==> config.mk <==
export PLATFORM = sky130hd
export DESIGN_NAME = pad_bidir_ctrl
export DESIGN_NICKNAME = d
export VERILOG_FILES = /design/src/rtl/pad_bidir_ctrl.sv
export SDC_FILE = /design/constraint.sdc
export NUM_CORES = 1
export LEC_CHECK = 0
export ABC_AREA = 0
export BUFFER_PORTS_ARGS = -buffer_cell sky130_fd_sc_hd__buf_2
export CORE_ASPECT_RATIO = 1.75
export CORE_MARGIN = 2
export CORE_UTILIZATION = 40
export DETAILED_ROUTE_END_ITERATION = 12
export PLACE_DENSITY = 0.64
export SKIP_LAST_GASP = 1
export SYNTH_ARGS = -nofsm -noshare
export SYNTH_HDL_FRONTEND = slang
export SYNTH_SLANG_ARGS = --single-unit
==> constraint.sdc <==
create_clock -name CLK -period 4.8 [get_ports CLK]
set_input_delay 0.24 -clock CLK [delete_from_list [all_inputs] [get_ports CLK]]
set_output_delay 0.24 -clock CLK [all_outputs]
set_load 0.02 [all_outputs]
==> src/rtl/pad_bidir_ctrl.sv <==
// pad_bidir_ctrl: per-pin bidirectional pad sequencer with turnaround dead-time,
// two-flop input synchronisation, edge pulses and sticky drive-contention detection.
module pad_bidir_ctrl #(
   parameter int WIDTH       = 8,
   parameter int TURN_CYCLES = 2
) (
   input  logic             CLK,
   input  logic             RESET,
   input  logic [WIDTH-1:0] DIR_REQ,
   input  logic [WIDTH-1:0] DOUT,
   output logic [WIDTH-1:0] DIN,
   output logic [WIDTH-1:0] DIR_ACK,
   output logic [WIDTH-1:0] BUSY,
   output logic [WIDTH-1:0] RISE,
   output logic [WIDTH-1:0] FALL,
   output logic [WIDTH-1:0] CONFLICT,
   input  logic [WIDTH-1:0] CONFLICT_CLR,
   output logic [WIDTH-1:0] PAD_O,
   output logic [WIDTH-1:0] PAD_NOE,
   input  logic [WIDTH-1:0] PAD_I
);
   localparam logic [1:0] S_IN       = 2'd0;
   localparam logic [1:0] S_TURN_OUT = 2'd1;
   localparam logic [1:0] S_DRIVE    = 2'd2;
   localparam logic [1:0] S_TURN_IN  = 2'd3;
   localparam logic [3:0] LOAD       = 4'(TURN_CYCLES - 1);

   logic [WIDTH-1:0] sync1, din_prev, o_d1, o_d2;

   // o_d2 lines up the driven value with the 2-flop-delayed pad sample
   always_ff @(posedge CLK or posedge RESET)
      if (RESET) begin
         sync1    <= '0;
         DIN      <= '0;
         din_prev <= '0;
         o_d1     <= '0;
         o_d2     <= '0;
      end else begin
         sync1    <= PAD_I;
         DIN      <= sync1;
         din_prev <= DIN;
         o_d1     <= PAD_O;
         o_d2     <= o_d1;
      end

   for (genvar g = 0; g < WIDTH; g++) begin : g_pin
      logic [1:0] st, nst, settle;
      logic [3:0] cnt, ncnt;
      logic       live, mm, hit, hit_q, ack, busy, noe, o, rise, fall, conf;

      always_comb begin
         nst  = st;
         ncnt = cnt;
         case (st)
            S_IN:
               if (DIR_REQ[g]) begin
                  nst  = S_TURN_OUT;
                  ncnt = LOAD;
               end
            S_TURN_OUT:
               if (!DIR_REQ[g]) nst = S_IN;
               else if (cnt == 4'd0) nst = S_DRIVE;
               else ncnt = cnt - 4'd1;
            S_DRIVE:
               if (!DIR_REQ[g]) begin
                  nst  = S_TURN_IN;
                  ncnt = LOAD;
               end
            default:
               if (cnt != 4'd0) ncnt = cnt - 4'd1;
               else begin
                  nst  = DIR_REQ[g] ? S_TURN_OUT : S_IN;
                  ncnt = DIR_REQ[g] ? LOAD : cnt;
               end
         endcase
      end

      assign live = (st == S_IN) || (st == S_DRIVE);
      // unknown pad values count as disagreement
      assign mm   = (DIN[g] === o_d2[g]) ? 1'b0 : 1'b1;
      assign hit  = (st == S_DRIVE) && (settle == 2'd3) && mm;

      always_ff @(posedge CLK or posedge RESET)
         if (RESET) begin
            st     <= S_IN;
            cnt    <= '0;
            settle <= '0;
            hit_q  <= 1'b0;
            ack    <= 1'b0;
            busy   <= 1'b0;
            noe    <= 1'b1;
            o      <= 1'b0;
            rise   <= 1'b0;
            fall   <= 1'b0;
            conf   <= 1'b0;
         end else begin
            st     <= nst;
            cnt    <= ncnt;
            ack    <= st == S_DRIVE;
            busy   <= (st == S_TURN_OUT) || (st == S_TURN_IN);
            noe    <= st != S_DRIVE;
            o      <= ((st == S_TURN_OUT) || (st == S_DRIVE)) ? DOUT[g] : o;
            settle <= (st == S_DRIVE) ? settle + {1'b0, settle != 2'd3} : 2'd0;
            hit_q  <= hit;
            rise   <= live & DIN[g] & ~din_prev[g];
            fall   <= live & ~DIN[g] & din_prev[g];
            conf   <= (hit & hit_q) | (conf & ~CONFLICT_CLR[g]);
         end

      assign DIR_ACK[g]  = ack;
      assign BUSY[g]     = busy;
      assign PAD_NOE[g]  = noe;
      assign PAD_O[g]    = o;
      assign RISE[g]     = rise;
      assign FALL[g]     = fall;
      assign CONFLICT[g] = conf;
   end
endmodule
; Word-level counts from Yosys, hierarchy flattened
; Index checks and enable logic that the tools add are counted.
[word_totals]
output_inout_bits = 64
elab_cells = 493
latchBits = 0
reg_bits = 168
n_memories = 0
mem_bits_rw = 0
romBits = 0
in_bits = 34
[classes]
eq_ne = 104
n_reduce_logical = 80
n_div = 0
multipliers = 0
bitwise_logic = 80
magnitude_cmp = 0
add_sub_neg = 16
mux = 120
n_shift = 0
[op_table]
columns = operator, n
row1 = $mux 4, 40
row2 = $mux 2, 48
row3 = $ne 2x2->1 const B, 48
row4 = $pmux 4 s3, 8
row5 = $and 1x1->1, 48
row6 = $eq 2x2->1 const B, 24
row7 = $pmux 2 s3, 8
row8 = $logic_not 4->1, 8
row9 = $ne 4x1->1 const B, 8
row10 = $reduce_and 4->1, 8
row11 = $reduce_bool 4->1, 8
row12 = $sub 4x1->4 const B, 8
row13 = $logic_or 1x1->1, 24
row14 = $ne 3x3->1 const B, 8
row15 = $not 1->1, 24
row16 = $reduce_and 3->1, 8
row17 = $add 2x1->2, 8
row18 = $eq 2x1->1 const B, 8
row19 = $logic_and 1x1->1, 16
row20 = $logic_not 2->1, 8
row21 = $mux 1, 16
row22 = $eqx 1x1->1, 8
row23 = $or 1x1->1, 8

; Logic depth before layout (Yosys ltp)
[logic_depth]
word_depth = 5
ltp_mapped = 7
depth_no_buf = 6

; Worst setup path after synthesis
; Ideal clock, no wire load.
[synth_timing]
kind = register -> register
startpoint = register g_pin[3].cnt[0]
endpoint = register g_pin[3].st[0]
path_buffers = 0
required_time_ns = 4.672
setup_ns = 0.128
period_less_slack_ns = 1.795
slack_ns = 3.005
stages_incl_launch_ff = 7
t_arrival_ns = 1.668
cell_sequence = dfrtp_1 inv_1 ha_1 or3b_1 a22o_1 a21oi_2 mux2_1
[synth_between]
elab_chain_cells = 3
elab_cells_between_ends = 5
classes_between = eq/ne (2) / reduce/logical (3)
[synth_rtl]
columns = element, line_no
row1 = from (decl), 48  ; logic [3:0] cnt, ncnt;
row2 = from (signal assigned), 98  ; cnt <= ncnt;
row3 = $reduce_bool 4->1 or $logic_not 4->1 (tied branches), "70, 62"
row4 = $ne 4x1->1 (no line) or $ne 3x3->1 (tied branches), --
row5 = $reduce_and 4->1 (no line) *, --
row6 = to (signal assigned), 97  ; st <= nst;
row7 = to (decl), 47  ; logic [1:0] st, nst, settle;
; Every way passes the cells marked *; elsewhere a longest branch is shown, timed or not.
; A chain may end at the register's enable or synchronous reset.

; Worst setup path in the final report
; Ends and elaborated chain as after synthesis.

==> metrics.md <==
| Metric | Value |
|---|---|
| Most used DFF post-synth | dfrtp_1 |
| Largest net degree at the start of global routing | 84 |
| Dominant combinational cell family by area after synthesis | simple AND/OR/NAND/NOR gates |
| Crit-path slowest cell | nor3b_1 |
| Die Span Y | 193 µm |
| Layout cells sized above 1 | 20.6% |
| Routed wire per std cell | 13.6 µm |
| Antenna-violating nets left | 0 |
| Vias after detailed routing | 5,514 |
| Iteration-0 DRC Markers | between 150 and 200 |
| Avg Inst Size Synth | 10.6 µm² |
| Highest clock rate | 494 MHz |
| RR Endpoint | g_pin[3].st[0] |
| Status | complete, no violations |
| Seq. cell area | between 4000 and 5000 µm² |
| Sequential fraction of the synthesis area | 51.8% |
| Starting density of the core | roughly 40% |
| Layout overhead on the synthesized area | 13.6% |
| Fillers | 1,872 |
| Hold depth | 2 |
| CTS clk-pin slew, worst paths | 60 ps |
| DIE AREA | 21,500 µm² |
| Initial antenna violation count | 0 |
| Worst Hold Class | in -> reg |
| Resized Gates After CTS | 0 |
| Max Root-Sink Buffers | 2 |
| Min-Delay Startpoint | DOUT[2] |
| RePlAce Congestion | 0.795 |
| Worst-skew pair later-pin latency | approximately 430 ps |
| Crit. End Element | flop |
| Yosys synthesis warning count | 0 |
| Reg2reg setup slack | 2780 ps |
| Fin Clk Skew | 6.67 ps |
| Number of flops mapped to enable cells by yosys | 0 |
| Synth area leaders | dfrtp_1, ha_1, buf_4, inv_1, dfstp_2 |
| Setup CP Type | reg -> reg |
| Vias in the first global route | 5,479 |
| First-pass GRT wire length | 25.2 mm |
| CP max FO | 6 |
| Yosys cell types | 73 |
| Reg-to-Reg Start | g_pin[3].cnt[0] |
| Worst path arrival time | roughly 2300 ps |
| Htree depth | 4 |
| First-pass DRT Iterations | 4 |
| Global-route usage over all layers | 14.3% |
| Fin. Hold Viols | 0 |
| Post-Syn Instances | approximately 770 |
| DP Area | 8450 µm² |
| Synth Area in Simple Gates | about 15% |
| Post-synthesis compound-gate area fraction | 13.6% |
| Share of the synthesized area in the top cell type | slightly below 50% |
| Maximum VDD drop | 341 µV |
| Pwr/cell area | between 600 and 700 nW/µm² |
| Port bufs | 97 |
| Die width | 112 µm |
| CP delay by family, top | simple AND/OR/NAND/NOR gates |
| CTS tree | done |
| Multi-input logic area | ~3100 µm² |
| Critical-path cell list | inv_1, ha_1, nor3b_1, o21ai_1, a21oi_2, mux2_1 |
| CTS Buf Count | 17 |
| Crit start category | flop |
| Synth area leader | dfrtp_1 |
| Post-route DRC | 0 |
| Async set-reset flop share out of synthesis | 100% |
| Post-CTS Setup Inserts | 0 |
| Via density per instance | between 5 and 6 |
| Final Instance Area | 9240 µm² |
| Worst slew margin | 51.2% |
| Inserted Diodes | 0 |
| Num ports | 98 |
| Post-CTS Hold Fix Bufs | 17 |
| Synth Net Count | 840 |
| Post-detail-place hpwl | between 10 and 15 mm |
| Slew @ Worst Pin | 732 ps |
| Grt ovf | 0 |
| Min cycle time layout | 2020 ps |
| CP bufs+invs | 1 |
| Post-synthesis xor/xnor area fraction | 0.968% |
| Nets | 900 |
| Sink Count | 168 |
| Req. time, crit path | ~5100 ps |
| Tcrit/Tclk final | 42.2% |
| Fin Setup TNS | 0 ps |
| Synthesized cell area | 8140 µm² |
| Hold worst-path end | g_pin[2].o |
| Drt total wl | 14.7 mm |
| Reg2reg path depth | 6 |
| Unrepaired setup endpoints after global routing | false |
| Clock Tree Root | clkbuf_16 |
| Setup violators final | 0 |
| Yosys reg bits | 168 |
| Core area | 20,100 µm² |
| Rows | 69 |
| Crit-path max cell delay | between 500 and 600 ps |
| Mux cell area share after synthesis | 3.14% |
| Slew Viols, Final | 0 |
| Leak Pwr | 4.32 nW |
| Max Cap Violations | 0 |
| Adder-cell share of the synthesized area | 6.15% |
## cells by family (layout without fill, tap and decap cells)
kind of cell    Yosys count  after routing
xor+xnor                  9              9
fa+ha+maj                40             40
simple gates            216            216
mux                      23             23
compound gates          161            161
flops                   168            168
buf+inv                 149            221
## cells in the final DEF, fill, tap and decap left out, drive strengths merged, types with 22 or more instances in the layout
| cell | synthesis | routed |
|---|---|---|
| a21oi | 37 | 37 |
| buf | 63 | 99 |
| dfrtp | 160 | 160 |
| ha | 40 | 40 |
| inv | 74 | 77 |
| nand2 | 42 | 42 |
| nand3 | 22 | 22 |
| nor2 | 56 | 56 |
| nor3b | 24 | 24 |
| o21ai | 40 | 40 |
## report_power, final
group | total, W | internal (W) | leakage (nW) | switching (W)
registers | 0.00220 | 0.00188 | 2.11 | 0.000313
logic | 0.00266 | 0.00116 | 1.92 | 0.00150
clock network | 0.00144 | 0.000874 | 0.298 | 0.000571
total | 0.00630 | 0.00392 | 4.32 | 0.00238
## flip-flops by register name, summed over array words and instances, names as in the netlist
signal and cells:
g_pin.cnt 32, g_pin.settle 16, g_pin.st 16, DIN 8, din_prev 8, g_pin.ack 8, g_pin.busy 8, g_pin.conf 8
g_pin.fall 8, g_pin.hit_q 8, g_pin.noe 8, g_pin.o 8, g_pin.rise 8, o_d1 8, o_d2 8, sync1 8
## area by class of cell
class / count / area share (%)
Clock buffer: 17 / 4.60
Timing Repair Buffer: 116 / 7.26
Inverter: 74 / 3.06
Multi-Input combinational cell: 449 / 34.0
Clock inverter: 14 / 2.15
Sequential cell: 168 / 45.6
Tap cell: 248 / 3.36
## how the worst max path moves through the flow
| stage | from | depth (start not counted) | end |
|---|---|---|---|
| floorplan | RESET | 1 | DIN[0] |
| global placement | g_pin[3].cnt[0] | 6 | g_pin[3].st[0] |
| detailed placement | g_pin[3].cnt[0] | 6 | g_pin[3].st[0] |
| CTS | g_pin[3].cnt[0] | 6 | g_pin[3].st[0] |
| global route | g_pin[3].cnt[0] | 6 | g_pin[3].st[0] |
| finish | g_pin[3].cnt[0] | 6 | g_pin[3].st[0] |
## worst reg2reg max path, delay by kind of cell, from the launching register on
kind	cells	cell delay, ps
compound gates	2	360
fa+ha+maj	1	180
buf+inv	1	90
flops	1	420
mux	1	330
simple gates	1	520
## metal layers
| metal | wire length, µm | vias up | GRT usage (%) |
|---|---|---|---|
| met5 | 0 | - | 0 |
| met4 | 240 | 0 | 6.13 |
| met3 | 595 | 17 | 3.61 |
| met2 | 7960 | 112 | 25.9 |
| met1 | 5940 | 2679 | 15.8 |
| li1 | - | 2706 | - |
## cells in the mapped netlist, types with 4 or more instances
| master | instances |
|---|---|
| a211o_1 | 4 |
| a211oi_1 | 6 |
| a21o_1 | 6 |
| a21oi_1 | 35 |
| a22o_1 | 4 |
| a2bb2oi_1 | 9 |
| a31oi_1 | 7 |
| a32oi_1 | 4 |
| buf_2 | 5 |
| buf_4 | 56 |
| clkbuf_1 | 11 |
| dfrtp_1 | 160 |
| dfstp_2 | 8 |
| ha_1 | 40 |
| inv_1 | 74 |
| mux2_1 | 6 |
| mux2_2 | 10 |
| mux2i_1 | 6 |
| nand2_1 | 42 |
| nand2b_1 | 11 |
| nand3_1 | 22 |
| nand4bb_1 | 5 |
| nor2_1 | 56 |
| nor2b_1 | 10 |
| nor3_1 | 13 |
| nor3b_1 | 19 |
| nor3b_2 | 4 |
| o211ai_1 | 4 |
| o21ai_0 | 33 |
| o21ai_1 | 6 |
| o22a_1 | 6 |
| o2bb2ai_1 | 5 |
| o31ai_1 | 4 |
| or2_2 | 5 |
| or3_1 | 6 |
| or3b_1 | 5 |
| xnor2_1 | 9 |
## per-stage QoR
step                      utilization [%]  setup slack, ps  hold WS, ps  instances  power (W)
after floorplan                         -             26.5          271        766    0.00445
after global placement               42.0             2850          332       1038    0.00486
after detailed placement             42.0             2810          336       1038    0.00490
after CTS                            45.9             2800         23.3       1086    0.00639
after global routing                 45.9             2590         28.4       1086    0.00680
final                                45.9             2780         43.5       1086    0.00630
No activity file was read; power rests on OpenSTA's default activity.
